<file path="config.mk">
export PLATFORM = sky130hd
export DESIGN_NAME = rename_map_unit
export DESIGN_NICKNAME = d
export VERILOG_FILES = /design/src/rtl/rename_map_unit.sv
export SDC_FILE = /design/constraint.sdc
export NUM_CORES = 2
export LEC_CHECK = 0
export ABC_CLOCK_PERIOD_IN_PS = 16219
export BUFFER_PORTS_ARGS = -buffer_cell sky130_fd_sc_hd__clkbuf_2
export CAP_MARGIN = 0
export CORE_UTILIZATION = 46
export CTS_CLUSTER_SIZE = 14
export DETAILED_ROUTE_END_ITERATION = 16
export PLACE_DENSITY = 0.62
export SLEW_MARGIN = 25
export SYNTH_ARGS = -nofsm -noshare
export SYNTH_HDL_FRONTEND = slang
export SYNTH_SLANG_ARGS = --single-unit
</file>
<file path="constraint.sdc">
create_clock -name clk -period 16.22 [get_ports clk]
set_input_delay 0.811 -clock clk [delete_from_list [all_inputs] [get_ports clk]]
set_output_delay 0.811 -clock clk [all_outputs]
set_load 0.1 [all_outputs]
</file>
<file path="src/rtl/rename_map_unit.sv">
`timescale 1ns/1ps
// rename_map_unit: speculative + committed register alias tables with a circular physical free list.
// Latency: lookups, phys_rd, old_phys_rd and issue_ready are combinational; all state updates on the next rising edge.
// Backpressure: issue_ready drops when the free list is empty and the request allocates, and during a flush.
//
// Ports:
//   clk, reset                           clock and asynchronous active-high reset
//   issue_valid/issue_ready              decode handshake; rd/rs1/rs2/rd_we describe the instruction
//   phys_rs1, phys_rs2                   speculative source mappings
//   phys_rd, old_phys_rd, alloc          new destination, previous mapping, allocation strobe
//   retire_*                             ROB commit; returns retire_old_phys to the free list
//   flush                                restores spec RAT and free-list head from committed state
//   free_count                           registered number of free physical registers
//
// Optional feature macro RENAME_BUSY_EN adds per-phys ready bits and
// ports wb_valid, wb_phys, rs1_ready, rs2_ready.
module rename_map_unit #(
  parameter int  ARCH_REGS = 32,
  parameter int  PHYS_REGS = 64,
  localparam int AW        = $clog2(ARCH_REGS),
  localparam int PW        = $clog2(PHYS_REGS),
  localparam int FL_DEPTH  = PHYS_REGS - ARCH_REGS,
  localparam int CW        = $clog2(FL_DEPTH + 1)
) (
  input  logic          clk,
  input  logic          reset,
  input  logic          issue_valid,
  output logic          issue_ready,
  input  logic [AW-1:0] rd,
  input  logic [AW-1:0] rs1,
  input  logic [AW-1:0] rs2,
  input  logic          rd_we,
  output logic [PW-1:0] phys_rs1,
  output logic [PW-1:0] phys_rs2,
  output logic [PW-1:0] phys_rd,
  output logic [PW-1:0] old_phys_rd,
  output logic          alloc,
  input  logic          retire_valid,
  input  logic          retire_we,
  input  logic [AW-1:0] retire_rd,
  input  logic [PW-1:0] retire_phys_rd,
  input  logic [PW-1:0] retire_old_phys,
  input  logic          flush,
`ifdef RENAME_BUSY_EN
  input  logic          wb_valid,
  input  logic [PW-1:0] wb_phys,
  output logic          rs1_ready,
  output logic          rs2_ready,
`endif
  output logic [CW-1:0] free_count
);

  localparam int FLW = (FL_DEPTH > 1) ? $clog2(FL_DEPTH) : 1;

  // Wrap bit distinguishes a full list from an empty one when indices match.
  typedef struct packed {
    logic           wrap;
    logic [FLW-1:0] idx;
  } ptr_t;

  function automatic ptr_t ptr_inc(input ptr_t p);
    ptr_t r;
    if (p.idx == FLW'(FL_DEPTH - 1)) begin
      r.idx  = '0;
      r.wrap = ~p.wrap;
    end else begin
      r.idx  = p.idx + FLW'(1);
      r.wrap = p.wrap;
    end
    return r;
  endfunction

  function automatic logic [CW-1:0] ptr_dist(input ptr_t t, input ptr_t h);
    int d;
    if (t.idx == h.idx) return (t.wrap != h.wrap) ? CW'(FL_DEPTH) : '0;
    d = int'(t.idx) - int'(h.idx);
    if (d < 0) d = d + FL_DEPTH;
    return CW'(d);
  endfunction

  logic [PW-1:0] spec_rat_q [ARCH_REGS];
  logic [PW-1:0] spec_rat_d [ARCH_REGS];
  logic [PW-1:0] comm_rat_q [ARCH_REGS];
  logic [PW-1:0] comm_rat_d [ARCH_REGS];
  logic [PW-1:0] fl_q       [FL_DEPTH];
  logic [PW-1:0] fl_d       [FL_DEPTH];
  ptr_t          head_q, head_d, chead_q, chead_d, tail_q, tail_d;
  logic [CW-1:0] count_q, count_d;

  logic needs_alloc, fire, retire_eff;

  always_comb begin
    needs_alloc = rd_we && (rd != '0);
    issue_ready = !flush && ((count_q != '0) || !needs_alloc);
    fire        = issue_valid && issue_ready;
    alloc       = fire && needs_alloc;
    retire_eff  = retire_valid && retire_we && (retire_rd != '0);
    // Arch reg 0 is never written, so its entry stays 0 in both tables.
    phys_rs1    = spec_rat_q[rs1];
    phys_rs2    = spec_rat_q[rs2];
    phys_rd     = needs_alloc ? fl_q[head_q.idx] : '0;
    old_phys_rd = needs_alloc ? spec_rat_q[rd]   : '0;
    free_count  = count_q;
  end

  always_comb begin
    spec_rat_d = spec_rat_q;
    comm_rat_d = comm_rat_q;
    fl_d       = fl_q;
    head_d     = head_q;
    chead_d    = chead_q;
    tail_d     = tail_q;
    count_d    = count_q;

    if (retire_eff) begin
      fl_d[tail_q.idx]      = retire_old_phys;
      tail_d                = ptr_inc(tail_q);
      chead_d               = ptr_inc(chead_q);
      comm_rat_d[retire_rd] = retire_phys_rd;
    end

    if (flush) begin
      // Restore from post-retire committed state so a same-cycle commit is kept.
      spec_rat_d = comm_rat_d;
      head_d     = chead_d;
      count_d    = ptr_dist(tail_d, chead_d);
    end else begin
      if (alloc) begin
        spec_rat_d[rd] = fl_q[head_q.idx];
        head_d         = ptr_inc(head_q);
      end
      case ({alloc, retire_eff})
        2'b10:   count_d = count_q - CW'(1);
        2'b01:   count_d = count_q + CW'(1);
        default: count_d = count_q;
      endcase
    end
  end

  always_ff @(posedge clk or posedge reset) begin
    if (reset) begin
      for (int i = 0; i < ARCH_REGS; i++) begin
        spec_rat_q[i] <= PW'(i);
        comm_rat_q[i] <= PW'(i);
      end
      for (int i = 0; i < FL_DEPTH; i++) begin
        fl_q[i] <= PW'(ARCH_REGS + i);
      end
      head_q  <= '0;
      chead_q <= '0;
      tail_q  <= '{wrap: 1'b1, idx: '0};  // list starts full
      count_q <= CW'(FL_DEPTH);
    end else begin
      spec_rat_q <= spec_rat_d;
      comm_rat_q <= comm_rat_d;
      fl_q       <= fl_d;
      head_q     <= head_d;
      chead_q    <= chead_d;
      tail_q     <= tail_d;
      count_q    <= count_d;
    end
  end

`ifdef RENAME_BUSY_EN
  logic [PHYS_REGS-1:0] ready_q, ready_d;

  always_comb begin
    ready_d = ready_q;
    if (wb_valid) ready_d[wb_phys] = 1'b1;
    if (alloc)    ready_d[fl_q[head_q.idx]] = 1'b0;
    if (flush)    ready_d = '1;
    ready_d[0] = 1'b1;
    // Writeback in the same cycle as the read is bypassed.
    rs1_ready = ready_q[phys_rs1] | (wb_valid && (wb_phys == phys_rs1));
    rs2_ready = ready_q[phys_rs2] | (wb_valid && (wb_phys == phys_rs2));
  end

  always_ff @(posedge clk or posedge reset) begin
    if (reset) ready_q <= '1;
    else       ready_q <= ready_d;
  end
`endif

  a_no_overflow: assert property (@(posedge clk) disable iff (reset)
    !(retire_eff && (count_q == CW'(FL_DEPTH))));

endmodule

</file>
* Yosys cells after proc, flatten, opt, wreduce, memory -nomap -nowiden
Cells that the tools add are included.
** Cells by class
- $add $sub $neg :: 7
- Order comparisons :: 10
- Equality and inequality tests :: 7
- Multiplexer cells :: 41
- Bitwise logic cells :: 9
- Reduce and logical (&&, ||, !) cells :: 19
** Operators with widths (number)
- bitwise mux 192 bit :: 3
- two-way mux 192 bit :: 3
- two-way mux 6 bit :: 25
- binary-select mux 6 bit (select 5 bit) :: 4
- demux 6 bit (select 5 bit) :: 3
- greater-or-equal comparator 6 bit, second input constant :: 6
- inverter 5 -> 6 bit :: 6
- < comparator 6 x 1 -> 1 bit, second input constant :: 4
- adder 5 x 1 -> 5 bit, second input constant :: 3
- equality test 5 bit, second input constant :: 3
- one-hot mux 6 bit (2 select lines) :: 1
- nonzero test 5 bit :: 2
- logical AND 1 bit :: 9
- adder 6 x 1 -> 6 bit, second input constant :: 1
- adder 6 bit, second input constant :: 1
- nonzero test 6 bit :: 1
- subtractor 5 x 5 -> 6 bit :: 1
- subtractor 6 x 1 -> 6 bit, second input constant :: 1
- equality test 5 bit :: 1
- nonzero test 2 bit :: 2
- inverter 1 bit :: 3
- nonzero test 3 bit :: 1
- equality test 2 x 1 -> 1 bit, second input constant :: 1
- equality test 2 bit, second input constant :: 1
- other kinds (5) :: 7
** Word-level totals
- Bits in registers :: 600
- Input bits :: 39
- Output and inout port bits :: 32
- Logic and storage cells :: 196

* Logic depth before layout (Yosys ltp)
- Depth in word-level cells :: 10
- Gate-level depth with buffers :: 14
- Depth with buffers taken out :: 13

* Least setup slack after synthesis
No wires, ideal clock.
- Path type :: in2out
- Start point :: in rd[1]
- End point :: out old_phys_rd[4]
- Arrival :: 3358 ps
- Data required time :: 15409 ps
- Setup slack :: 12051 ps
- Stages :: 6
- Path buffers :: 2
- Cells stage by stage :: buf_2 > buf_1 > mux4_2 > nand3_1 > a21o_1 > a41oi_1
** On the way
- Cells in the longest elaborated chain, start to end :: 5
- Elaborated cells on any way between the ends :: 7
- Those cells by class :: 4 x mux; 1 x bitwise; 2 x reduce/logical
** Ends and longest elaborated chain
- start, declared :: RTL line 29 : input logic [AW-1:0] rd,
- inverter 5 -> 6 bit (not written as such) :: RTL line 102 : old_phys_rd = needs_alloc ? spec_rat_q[rd] : '0;
- binary-select mux 6 bit (select 5 bit) :: RTL line 102
- two-way mux 6 bit (not written as such) (2 in series) :: RTL line 102
- two-way mux 6 bit * :: RTL line 102
- end, declared :: RTL line 36 : output logic [PW-1:0] old_phys_rd,
Every way passes the cells marked *; elsewhere a longest branch is shown, timed or not. The select of a mux whose other input is x is not followed.

* Worst setup path after layout
- Start point :: reg head_q[1] in the netlist's numbering
- End point :: out phys_rd[1]
** On the way
- Cells in the longest elaborated chain, start to end :: 5
** Ends and longest elaborated chain
- start, declared :: RTL line 87 : ptr_t head_q, head_d, chead_q, chead_d, tail_q, tail_d;
- start signal, assigned :: RTL line 149 : head_q <= '0;
- start signal, assigned :: RTL line 157 : head_q <= head_d;
- inverter 5 -> 6 bit (not written as such) :: RTL line 101 : phys_rd = needs_alloc ? fl_q[head_q.idx] : '0;
- binary-select mux 6 bit (select 5 bit) :: RTL line 101
- two-way mux 6 bit (not written as such) (2 in series) :: RTL line 101
- two-way mux 6 bit :: RTL line 101
- end, declared :: RTL line 35 : output logic [PW-1:0] phys_rd,
No other way between the ends. The select of a mux whose other input is x is not followed.

==> impl_metrics.yaml <==
critical_path:
  cp.arrival_ps: 4100
  critPathKind: "register to output pin"
  startpoint_type: "register"
  crit_path_top_delay_cell: "buf_4"
  endpoint_kind: "output pin"
  crit_chain: "buf_4 > mux2i_1 > a22oi_1 > nand3_1 > nand4_2 > buf_4 > and2_1 > clkbuf_2"
  max_stage_delay_ps: 840
  crit_fanout: 59
  path_delay_family: "buffers and inverters"
  critPathBufInv: 3
  cp.required_ps: 15410
  crit_top_cell: "buf_4"
sta:
  fmax_mhz: 204
  slew_violations: 0
  tightest_slew_ps: 1120
  fin_skew_ps: 35.1
  slew_headroom_pct: 25.6
  period_needed_ps: 4910
  rsz0062_at_grt: "false"
  fin_crit_sh_pct: 30.3
  finalSetupTns_ps: 0
  hold_viol: 0
  setup_viol: 0
grt:
  grt_use_total_pct: 26.6
  grt_pass1_wl_mm: 141
  overflow: 0
  antenna_found_initial: 1
  grt_use_met1_pct: 37.1
  grt_use_met3_pct: 4.33
  grtUsageMet2_pct: 41.8
  grt_pass1_vias: 21828
  grt_max_degree: 111
  grt.busiest_layer: "met2"
power_and_ir_drop:
  ir_worst_vdd_mv: 0.128
  power.leakage_nw: 14.5
  pwr-share-clk_pct: 30.2
  pwr-share-comb_pct: 28.7
  p_sw_share_pct: 34.7
  cellPowerDensity_mw_per_mm2: 147
  internal_power_mw: 3.35
  switchingPower_mw: 1.78
  p_seq_share_pct: 41.0
drt:
  drt-initial-drc-count: 1979
  viasPerCell: 6.48
  drt_first_pass_iters: 5
  wl_per_cell_um: 28.3
  routed_wirelength_mm: 92.0
  route.vias.total: 21067
  drtAntennaViolNets: 0
  drc: 0
hold_path:
  hp-class: "input pin to async pin"
final_layout:
  n_antenna_cell: 0
  layout-drive-gt1-share_pct: 47.8
  area_growth_pct: 9.84
  finalNonFillerCells: 3249
  nNetsFinal: 2322
  fillers: 5826
yosys:
  synth_cell_types: 75
  async_flop_share_pct: 100
  seq_area_frac_synth_pct: 48.2
  netlist.area_leader.share_pct: 25.6
  synth_area_per_cell_um2: 13.9
  synth.ff_latch_count: 599
  yosys-top-cells-area: "dfrtp_1, dfstp_2, mux2_2, mux4_2, a221o_1"
  synth_enable_flop_cells: 0
  synth.cell_area_mm2: 0.0318
  synth_top_area_cell: "dfrtp_1"
  ys.flop_type: "dfrtp_1"
  syn-num-nets: 2341
  ys_warn_count: 0
  synthCells: 2283
outcome:
  status: "complete, no violations"
floorplanning:
  core_area_mm2: 0.0686
  die_h_um: 265
  io_pins: 71
  rows: 96
  die_x_um: 265
  initial_core_util_pct: 46.4
  dieArea_mm2: 0.0702
clock_network:
  clock-sinks: 599
  clock_path_buffers: 3
  cts_repair_resize_count: 0
  post-cts-setup-buffer-count: 0
  cts-root-buf: "clkbuf_16"
  cts_buffers: 68
  cts.reportedPaths.clkPinSlew_ps: 60
  cts_tree: "done"
  worst_skew_pair.late_latency_ps: 630
  htreeDepth: 3
  ctsHoldBuffers: 0
place:
  gp_congestion: 0.936
  dpl.cell_count: 3124
  post-dp-hpwl_mm: 60.9
  portBuffers: 70
job:
  drv_cap: 0
[layout make-up]
| class | instances | area [um2] | area share (%) |
|---|---|---|---|
| multi-input combinational | 1481 | 15500 | 44.4 |
| sequential | 599 | 15300 | 43.9 |
| clock buffer | 109 | 2000 | 5.71 |
| tap | 931 | 1160 | 3.33 |
| timing repair buffer | 100 | 627 | 1.79 |
| clock inverter | 15 | 270 | 0.773 |
| inverter | 14 | 56.3 | 0.161 |
[kinds of logic (layout without fill, tap and decap cells)]
group | count (synthesis) | in the layout | synth area share [%]
muxes | 640 | 640 | 29.3
DFF | 599 | 599 | 48.2
and+or+nand+nor | 492 | 492 | 9.38
AOI/OAI and AO/OA | 320 | 320 | 8.90
buffers and inverters | 203 | 238 | 3.21
adders and majority gates | 19 | 19 | 0.794
xor gates and xnor gates | 10 | 10 | 0.275
[metrics by stage]
step                setup slack (ps)  cell area [um2]  power [mW]  hold WS (ps)  util, %
global placement               11660            32600        3.54           360     47.6
global route                   11170            35000        5.35           181     51.0
detailed placement             11600            32700        3.59           362     47.6
floorplan                       7460            31800        3.17           424        -
finish                         11310            35000        5.14           154     51.0
CTS                            11270            34900        5.16           375     50.9
[worst register-to-register path: cells and delay by family, from the launching register on]
kind                   cells  cell delay [ps]
AND/OR/NAND/NOR            1              710
AO/OA/AOI/OAI              2              900
multiplexers               1              530
buffers and inverters      1              840
flip-flops                 1              600
[registers in the layout (all words and copies together), names as in the netlist]
| name | count |
|---|---|
| chead_q | 6 |
| comm_rat_q | 192 |
| fl_q | 192 |
| free_count | 6 |
| head_q | 5 |
| spec_rat_q | 192 |
| tail_q | 6 |
[layout by cell type (no fill, tap or decap), types with 6 or more instances in the layout]
master,count
nand2b_1,10
clkbuf_1,27
nor3b_1,37
dfrtp_1,323
nor2b_1,16
nor3_2,19
a221o_1,180
o2bb2ai_1,6
and3_1,8
and3b_1,6
o21ai_0,14
nor2_1,66
nor3_1,7
xor2_1,6
clkbuf_16,68
nand2_1,73
inv_1,13
dfstp_2,274
clkbuf_2,63
mux2_2,397
nand3_1,44
a21o_1,11
buf_4,29
and4_1,6
ha_1,17
mux4_2,189
a22oi_1,49
a21oi_1,19
mux2i_1,51
clkbuf_8,14
and2_1,150
[metal layers]
metal	routed length, um	part of all wire [%]
met1	39300	43
met2	43500	47
met3	5620	6.1
met4	3500	3.8
met5	12	0.013
[path summary, 6_finish.rpt]
| kind | start | cells past startpoint | endpoint | slack [ps] |
|---|---|---|---|---|
| worst max-delay path | head_q[1] | 8 | phys_rd[1] | 11310 |
| min in group clk | comm_rat_q[189] | 0 | comm_rat_q[189] | 370 |
| worst max register to register | head_q[1] | 5 | spec_rat_q[149] | 12510 |
| max in group asynchronous | reset | 5 | comm_rat_q[5] | 13860 |
| worst min register to register | comm_rat_q[189] | 0 | comm_rat_q[189] | 370 |
| worst min-delay path | reset | 2 | chead_q[1] | 150 |
[synth_stat cells, drive strengths merged, types with 3 or more instances]
| master | number |
|---|---|
| o311ai | 3 |
| a22oi | 51 |
| and4 | 7 |
| a21o | 11 |
| and3b | 6 |
| nor2 | 66 |
| nand4 | 11 |
| xor2 | 6 |
| a211oi | 6 |
| nand2 | 73 |
| dfrtp | 325 |
| o21a | 4 |
| a211o | 3 |
| o2bb2ai | 6 |
| clkbuf | 104 |
| nor4 | 8 |
| nor3b | 42 |
| and3 | 8 |
| a221o | 180 |
| nor2b | 16 |
| nor3 | 27 |
| dfstp | 274 |
| nand4b | 5 |
| mux4 | 192 |
| a21oi | 20 |
| o2111a | 5 |
| nand2b | 10 |
| inv | 14 |
| and2 | 155 |
| mux2 | 397 |
| buf | 85 |
| mux2i | 51 |
| ha | 17 |
| nand3b | 3 |
| o21ai | 15 |
| nand3 | 44 |
| xnor2 | 4 |
[power by group through the flow]
| stage | logic (mW) | clock network [mW] | registers [mW] |
|---|---|---|---|
| final | 1.48 | 1.55 | 2.11 |
| after detailed placement | 1.47 | 0 | 2.12 |
| after CTS | 1.47 | 1.58 | 2.10 |
| after global routing | 1.56 | 1.65 | 2.14 |
| after global placement | 1.44 | 0 | 2.10 |
| after floorplan | 1.11 | 0 | 2.05 |
No activity file was read; power rests on OpenSTA's default activity.
